<file path="config.mk">
export PLATFORM = sky130hd
export DESIGN_NAME = led_sequencer
export DESIGN_NICKNAME = d
export VERILOG_FILES = /design/src/rtl/led_seq_pkg.sv /design/src/rtl/led_sequencer_key_debounce.sv /design/src/rtl/led_sequencer.sv
export SDC_FILE = /design/constraint.sdc
export NUM_CORES = 1
export LEC_CHECK = 0
export CORE_AREA = 2 2 69 87
export DETAILED_ROUTE_END_ITERATION = 7
export DIE_AREA = 0 0 71 89
export GPL_TIMING_DRIVEN = 0
export PLACE_DENSITY = 0.82
export SYNTH_ARGS = -nofsm -noshare
export SYNTH_HDL_FRONTEND = slang
export SYNTH_SLANG_ARGS = --single-unit
</file>
<file path="constraint.sdc">
create_clock -name CLOCK_50 -period 2.02 [get_ports CLOCK_50]
set_input_delay 0.505 -clock CLOCK_50 [delete_from_list [all_inputs] [get_ports CLOCK_50]]
set_output_delay 0.505 -clock CLOCK_50 [all_outputs]
set_load 0.01 [all_outputs]
</file>
<file path="src/rtl/led_seq_pkg.sv">
// Shared types and helpers for the LED sequencer: mode encoding, mode order and the
// pattern each mode starts from.
package led_seq_pkg;

  typedef enum logic [1:0] {
    MODE_BLINK  = 2'd0,
    MODE_CHASE  = 2'd1,
    MODE_BOUNCE = 2'd2,
    MODE_COUNT  = 2'd3
  } mode_t;

  localparam int unsigned INIT_BLINK  = 0;
  localparam int unsigned INIT_CHASE  = 1;
  localparam int unsigned INIT_BOUNCE = 1;
  localparam int unsigned INIT_COUNT  = 0;

  // Modes cycle in encoding order, wrapping COUNT back to BLINK.
  function automatic mode_t next_mode(mode_t m);
    return mode_t'(m + 2'd1);
  endfunction

  function automatic int unsigned init_pattern(mode_t m);
    int unsigned p;
    case (m)
      MODE_CHASE:  p = INIT_CHASE;
      MODE_BOUNCE: p = INIT_BOUNCE;
      MODE_COUNT:  p = INIT_COUNT;
      default:     p = INIT_BLINK;
    endcase
    return p;
  endfunction

endpackage

</file>
<file path="src/rtl/led_sequencer_key_debounce.sv">
// Pushbutton front end: 2-flop synchronizer, level debounce and a one-cycle press pulse
// on an accepted released->pressed transition of the active-low key.
module key_debounce #(
  parameter int unsigned DEBOUNCE_CYCLES = 1000000
) (
  input  logic clk_i,
  input  logic rst_i,
  input  logic key_ni,
  output logic press_o
);

  localparam int unsigned CntW = (DEBOUNCE_CYCLES > 1) ? $clog2(DEBOUNCE_CYCLES) : 1;

  logic            sync1_q, sync2_q;
  logic            stable_q, stable_d;
  logic            press_q, press_d;
  logic [CntW-1:0] cnt_q, cnt_d;

  always_comb begin
    stable_d = stable_q;
    cnt_d    = '0;
    // Only a level that stays different for the full window is accepted.
    if (sync2_q != stable_q) begin
      if (cnt_q == CntW'(DEBOUNCE_CYCLES - 1)) begin
        stable_d = sync2_q;
      end else begin
        cnt_d = cnt_q + CntW'(1);
      end
    end
    press_d = stable_q & ~stable_d;
  end

  always_ff @(posedge clk_i) begin
    if (rst_i) begin
      sync1_q  <= 1'b1;
      sync2_q  <= 1'b1;
      stable_q <= 1'b1;
      cnt_q    <= '0;
      press_q  <= 1'b0;
    end else begin
      sync1_q  <= key_ni;
      sync2_q  <= sync1_q;
      stable_q <= stable_d;
      cnt_q    <= cnt_d;
      press_q  <= press_d;
    end
  end

  assign press_o = press_q;

endmodule

</file>
<file path="src/rtl/led_sequencer.sv">
// Animated LED pattern generator: step prescaler, speed divider and mode FSM.
// Define LEDSEQ_FAST_SIM_EN to shrink the prescaler and debounce windows to 4 cycles.
module led_sequencer
  import led_seq_pkg::*;
#(
  parameter int unsigned CLK_HZ          = 50000000,
  parameter int unsigned TICK_HZ         = 4,
  parameter int unsigned WIDTH           = 4,
  parameter int unsigned DEBOUNCE_CYCLES = 1000000
) (
  input  logic             CLOCK_50,
  input  logic             RESET,
  input  logic             KEY_MODE,
  input  logic [1:0]       SW_SPEED,
  input  logic             SW_PAUSE,
  output logic [WIDTH-1:0] LEDG,
  output logic [1:0]       MODE,
  output logic             TICK
);

`ifdef LEDSEQ_FAST_SIM_EN
  localparam int unsigned PrescLimit = 4;
  localparam int unsigned DebCycles  = 4;
`else
  localparam int unsigned PrescLimit = CLK_HZ / TICK_HZ;
  localparam int unsigned DebCycles  = DEBOUNCE_CYCLES;
`endif
  localparam int unsigned PW = $clog2(PrescLimit);

  logic [PW-1:0]    presc_q, presc_d;
  logic [2:0]       spd_cnt_q, spd_cnt_d;
  logic [WIDTH-1:0] led_q, led_d;
  mode_t            mode_q, mode_d;
  logic             dir_left_q, dir_left_d;
  logic             tick_q;
  logic             base_tick, step, press;
  logic [3:0]       spd_lim;

  key_debounce #(
    .DEBOUNCE_CYCLES(DebCycles)
  ) u_key_debounce (
    .clk_i  (CLOCK_50),
    .rst_i  (RESET),
    .key_ni (KEY_MODE),
    .press_o(press)
  );

  always_comb begin
    base_tick  = (presc_q == PW'(PrescLimit - 1));
    spd_lim    = (4'd1 << SW_SPEED) - 4'd1;
    // >= rather than == so lowering SW_SPEED mid-count cannot strand the counter.
    step       = base_tick & ~SW_PAUSE & ({1'b0, spd_cnt_q} >= spd_lim);
    presc_d    = base_tick ? '0 : presc_q + PW'(1);
    spd_cnt_d  = spd_cnt_q;
    mode_d     = mode_q;
    led_d      = led_q;
    dir_left_d = dir_left_q;
    if (base_tick && !SW_PAUSE) begin
      spd_cnt_d = step ? '0 : spd_cnt_q + 3'd1;
    end
    // A press restarts the timing and overrides any step on the same edge.
    if (press) begin
      mode_d     = next_mode(mode_q);
      led_d      = WIDTH'(init_pattern(next_mode(mode_q)));
      dir_left_d = 1'b1;
      presc_d    = '0;
      spd_cnt_d  = '0;
    end else if (step) begin
      unique case (mode_q)
        MODE_BLINK: led_d = ~led_q;
        MODE_CHASE: led_d = {led_q[WIDTH-2:0], led_q[WIDTH-1]};
        MODE_BOUNCE: begin
          if (dir_left_q) begin
            if (led_q[WIDTH-1]) begin
              led_d      = led_q >> 1;
              dir_left_d = 1'b0;
            end else begin
              led_d = led_q << 1;
            end
          end else begin
            if (led_q[0]) begin
              led_d      = led_q << 1;
              dir_left_d = 1'b1;
            end else begin
              led_d = led_q >> 1;
            end
          end
        end
        MODE_COUNT: led_d = led_q + WIDTH'(1);
      endcase
    end
  end

  always_ff @(posedge CLOCK_50) begin
    if (RESET) begin
      presc_q    <= '0;
      spd_cnt_q  <= '0;
      led_q      <= '0;
      mode_q     <= MODE_BLINK;
      dir_left_q <= 1'b1;
      tick_q     <= 1'b0;
    end else begin
      presc_q    <= presc_d;
      spd_cnt_q  <= spd_cnt_d;
      led_q      <= led_d;
      mode_q     <= mode_d;
      dir_left_q <= dir_left_d;
      tick_q     <= base_tick;
    end
  end

  assign LEDG = led_q;
  assign MODE = mode_q;
  assign TICK = tick_q;

endmodule

</file>
Yosys cells after proc, flatten, opt, wreduce, memory -nomap -nowiden
Index checks and enable logic that the tools add are counted.

Word-level logic and storage cells: 56. Output and inout port bits: 7. Flip-flop bits (word level): 59. Input bits: 6.

Shift operators: 1. Multiplexer cells: 13. Add/sub/neg operators: 6. Reductions and logical operators: 9. Equality and inequality tests: 8. Order comparisons: 1. Bitwise gates (word level): 7.

Operators with widths (number): $add A24 B1 Y24 const B (1); $eq A24 B24 Y1 const B (1); $add A20 B1 Y20 const B (1); $eq A20 B20 Y1 const B (1); $mux W4 (5); $pmux W4 S4 (1); $eq A2 B2 Y1 const B (3); $mux W1 (6); $reduce_or A3 Y1 (2); $add A4 B1 Y4 const B (1); $eq A2 B1 Y1 const B (2); $ge A3 B4 Y1 (1); $not A4 Y4 (1); $reduce_or A2 Y1 (2); $shl A1 B2 Y4 const A (1); $sub A4 B1 Y4 const B (1); $add A3 B1 Y3 const B (1); $and A1 B1 Y1 (3); $mux W3 (1); $not A1 Y1 (3); $add A2 B1 Y2 const B (1); $logic_not A2 Y1 (1); $reduce_and A2 Y1 (1); $reduce_bool A2 Y1 (1); 3 further kinds (3).

Logic depth before layout (Yosys ltp)
Depth in word-level cells: 6. Mapped depth: 8. Mapped depth without buffers: 7.

Hierarchy
From an unflattened synthesis, not the netlist that was laid out.

Cells, all modules: 339. Area, all modules: 2951.6 µm².

Modules (own cells, without submodules): led_sequencer (instances 1, seq. area each 700.7 µm², cells an instance 225, area an instance 1899.3 µm²); key_debounce (instances 1, seq. area each 480.5 µm², cells an instance 114, area an instance 1052.3 µm²).

Worst setup path after synthesis
OpenSTA, ideal clock, no wires.

Kind: input-to-reg. Start point: in SW_SPEED[1]. End point: reg dir_left_q. Arrival: 2.080 ns. Buffers on the path: 0. Setup slack: -0.129 ns. Data required time: 1.951 ns. Library setup time: 0.069 ns. Cell stages on the path: 7. Cell sequence: or2_2 -> ha_1 -> nand2b_1 -> a211oi_1 -> nor4_4 -> and4_1 -> o21ai_1.

Word-level cells in the longest chain between the ends: 5.

Ends and longest elaborated chain: start, declared (RTL line led_sequencer.sv:14) `input logic [1:0] SW_SPEED,`; $shl A1 B2 Y4 (RTL line led_sequencer.sv:50) `spd_lim = (4'd1 << SW_SPEED) - 4'd1;`; $sub A4 B1 Y4 (RTL line led_sequencer.sv:50); $ge A3 B4 Y1 (RTL line led_sequencer.sv:52) `step = base_tick & ~SW_PAUSE & ({1'b0, spd_cnt_q} >= spd_lim);`; $and A1 B1 Y1 (RTL line led_sequencer.sv:52); $reduce_and A2 Y1 (no source line); end signal, assigned (RTL line led_sequencer.sv:107) `dir_left_q <= dir_left_d;`; end, declared (RTL line led_sequencer.sv:34) `logic dir_left_q, dir_left_d;`.

No other way between the ends. A chain may end at the register's enable or synchronous reset.

Final worst setup path
Same ends and word-level chain as after synthesis.

==> results.md <==
- Status: finished with violations
- Failing checks: negative setup slack
- H-tree levels: 3
- CTS Hold Buffers Added: 0
- Wire length per cell: 13.73 um
- Layout area overhead: 18.37%
- Die footprint: 6319 um2
- Largest net degree at the start of global routing: 11
- Largest cells by area after synthesis: dfxtp_1 41%, xnor2_1 7.6%, nor2_1 7.3%
- Placed Instance Area: 3073 um2
- Core ar.: 5443 um2
- Via-to-Cell Ratio: 5.570
- Synth Area in Compound Gates: 0.06457
- DRT iter0 DRCs: 93
- Number of distinct library cells after synthesis: 43
- Post-synth top flop: dfxtp_1
- Worst r2r src: presc_q[15]
- Yosys top cell by area: dfxtp_1
- Crit-path slowest cell: ha_1
- Final GP Congestion: 0.8236
- CP Cell Sequence: dlygate4sd2_1, or2_4, ha_1, nand2b_4, a211oi_4, buf_6, nor4_4, buf_4, and4_1, o21ai_1
- Cells after synthesis: 334
- Post-synth top area share: 0.4119
- Hold Path Class: flip-flop to flip-flop
- Diode count: 0
- CTS Root Cell: clkbuf_8
- Final Util: 0.6237
- Fmax: 489.3 MHz
- Drt total wl: 5903 um
- Worst Skew: 0.01071 ns
- Slew headroom: 0.6381
- Period minus WS final: 2.044 ns
- Worst path buffer plus inverter count: 3
- Synthesized flop and latch total: 59
- Crit path max-delay family: simple AND/OR/NAND/NOR gates
- Share of layout cells above drive strength 1: 0.1175
- Sequential area share after synthesis: 0.4119
- Total power: 2.374 mW
- Max Slew Vio Count: 0
- Max_cap viols: 0
- Post-Syn Nets: 352
- Final setup violation count: 2
- Worst-case clock buffer depth: 2
- Xor and xnor area share after synthesis: 0.1344
- Die Height: 89 um
- Initial core utilization: 0.5269
- Vias in the first global route: 2243
- Port Buffers: 12
- Setup CP Type: input port to flip-flop
- CTS buffer count: 9
- Met1 Wirelength: 2542 um
- Pre-antenna DRT Iters: 4
- Most frequent cell after synthesis: dfxtp_1
- Simple-gate portion of the synthesized area: 0.2945
- Synth warnings: 0
- Clock Latency Late Sink: 0.34 ns
- Vias: 2395
- Design Area, Final: 3395 um2
- First-pass GRT wire length: 9597 um
- Dominant combinational cell family by area after synthesis: simple AND/OR/NAND/NOR gates
- Synth cell count leaders: 59 x dfxtp_1, 56 x nor2_1, 25 x xnor2_1
- Clk sink count: 59
- Clock-pin slew on the worst setup and hold paths: 0.07 ns
- Mapped Area: 2868 um2
- Remaining antenna violation count: 0
- IO Pins: 13
- Met2 WL: 2989 um
- DRC: 0
- Die Wd: 71 um
- Final period util: 1.012
- Row count: 30
- CP Max Fanout: 5
- Async SR Flop Fraction: 0
- Antenna violations before repair: 0
- Worst EP arrival: 2.32 ns
- Final nets: 379
- Req. time, crit path: 2.30 ns
- Post-synth EDFFs: 0
- Synth Area in Adders: 0.05236
- Power Dens Cells: 699.2 nW/um2
- GR Overflow Total: 0
- Hold Startpoint: u_key_debounce.sync1_q
- Final Hold Vio Count: 0
- CTS tree: yes
- DPL Wire Length: 3764 um
- Worst path max stage delay: 0.28 ns
- Max layer used: met4
- Crit path launch type: input port
- Critical Path End Type: flip-flop
- All-Layer GR Usage: 0.1943
- Total length of routed met3 wires: 202 um
- CP startpoint: SW_SPEED[1]
- Unrepaired setup endpoints after global routing: true
- Fin cells: 430
- Lkg Pwr: 1.182 nW
- Fillers: 446
- Worst vdd ir: 0.0004731 V
- Inst Count DP: 410
- Final Worst Setup Slack: -0.02393 ns
- Mux contribution to synthesized area: 0.01047
- Worst Tran Pin Value: 0.5409 ns
- Syn avg cell area: 8.586 um2
## through the flow
stage	TNS, ns	hold WS (ns)	setup WS (ns)
2_1_floorplan	0	0.3895	0.02790
3_3_place_gp	-4.423	0.3918	-0.5693
3_5_place_dp	-5.372	0.4041	-0.5932
4_1_cts	0	0.4213	0.01205
5_1_grt	-0.1998	0.4245	-0.08855
6_report	-0.03845	0.4168	-0.02393
## sequential cells by signal (all words and copies together) (netlist names)
register / count
dir_left_q: 1
spd_cnt_q: 3
u_key_debounce.stable_q: 1
u_key_debounce.cnt_q: 20
u_key_debounce.sync1_q: 1
presc_q: 24
u_key_debounce.press_o: 1
MODE: 2
LEDG: 4
u_key_debounce.sync2_q: 1
TICK: 1
## repair_timing
| action | CTS | global route |
|---|---|---|
| gates cloned | 1 | 0 |
| endpoints found under the setup margin | 28 | 29 |
| gates resized for setup | 9 | 9 |
| buffers inserted | 0 | 3 |
| pin swaps | 1 | 3 |
## placed cells by master (no fill, tap or decap), types with 3 or more instances in the layout
| cell type | Yosys | routed |
|---|---|---|
| nor3_1 | 9 | 9 |
| clkbuf_1 | 6 | 6 |
| o21ai_0 | 6 | 6 |
| nand4_1 | 5 | 5 |
| nor4_2 | 1 | 4 |
| clkbuf_8 | 0 | 12 |
| a21oi_1 | 11 | 11 |
| nor2_1 | 56 | 56 |
| buf_4 | 0 | 3 |
| ha_1 | 12 | 12 |
| inv_1 | 12 | 12 |
| clkdlybuf4s50_1 | 0 | 10 |
| nand2_1 | 24 | 23 |
| nor4_1 | 7 | 4 |
| and3_1 | 7 | 7 |
| nor2b_1 | 4 | 4 |
| and4_1 | 6 | 6 |
| xnor2_1 | 25 | 25 |
| xor2_1 | 19 | 19 |
| nand3_1 | 21 | 21 |
| or2_2 | 7 | 6 |
| mux2i_1 | 3 | 3 |
| dfxtp_1 | 59 | 59 |
## where the power goes
group | total [mW] | switching [mW] | internal, mW
logic | 0.0686 | 0.0371 | 0.0315
clock network | 1.13 | 0.464 | 0.666
registers | 1.18 | 0.00478 | 1.17
total | 2.37 | 0.506 | 1.87
## final cells by class
cell class / instances / area [um2] / share of cell area
Buffer: 11 / 51.30 / 0.01511
Clock buffer: 12 / 165.2 / 0.04865
Clock inverter: 4 / 47.55 / 0.01401
Inverter: 12 / 45.04 / 0.01327
Multi-Input combinational cell: 253 / 1677 / 0.4939
Sequential cell: 59 / 1181 / 0.3480
Tap cell: 64 / 80.08 / 0.02359
Timing Repair Buffer: 15 / 147.6 / 0.04349
## metal layers
| layer | vias to the layer above | GRT usage |
|---|---|---|
| li1 | 1198 | - |
| met1 | 1127 | 0.2231 |
| met2 | 57 | 0.3339 |
| met3 | 13 | 0.03720 |
| met4 | 0 | 0.1235 |
| met5 | - | 0 |
## worst reg2reg max path, stage by stage, from the launching register on
cell	delay, ns
dfxtp_1	0.46
nor4bb_1	0.32
nand3_1	0.13
buf_6	0.16
nor4_4	0.25
buf_4	0.18
mux2i_1	0.20
a21oi_1	0.10
## worst paths after layout
check	to	slack, ns	depth (start not counted)
worst max-delay path	dir_left_q	-0.02	10
worst min-delay path	u_key_debounce.sync2_q	0.42	1
worst max register to register	LEDG[3]	0.11	7
worst min register to register	u_key_debounce.sync2_q	0.42	1
## kinds of logic (layout without fill, tap and decap cells)
kind of cell	count (synthesis)	count (layout)
XOR/XNOR	44	44
adder cells (fa/ha/maj)	12	12
multiplexers	3	3
buffers and inverters	23	54
AO/OA/AOI/OAI	30	30
AND/OR/NAND/NOR	163	164
flip-flops	59	59
Power figures use the tool's default switching activity.
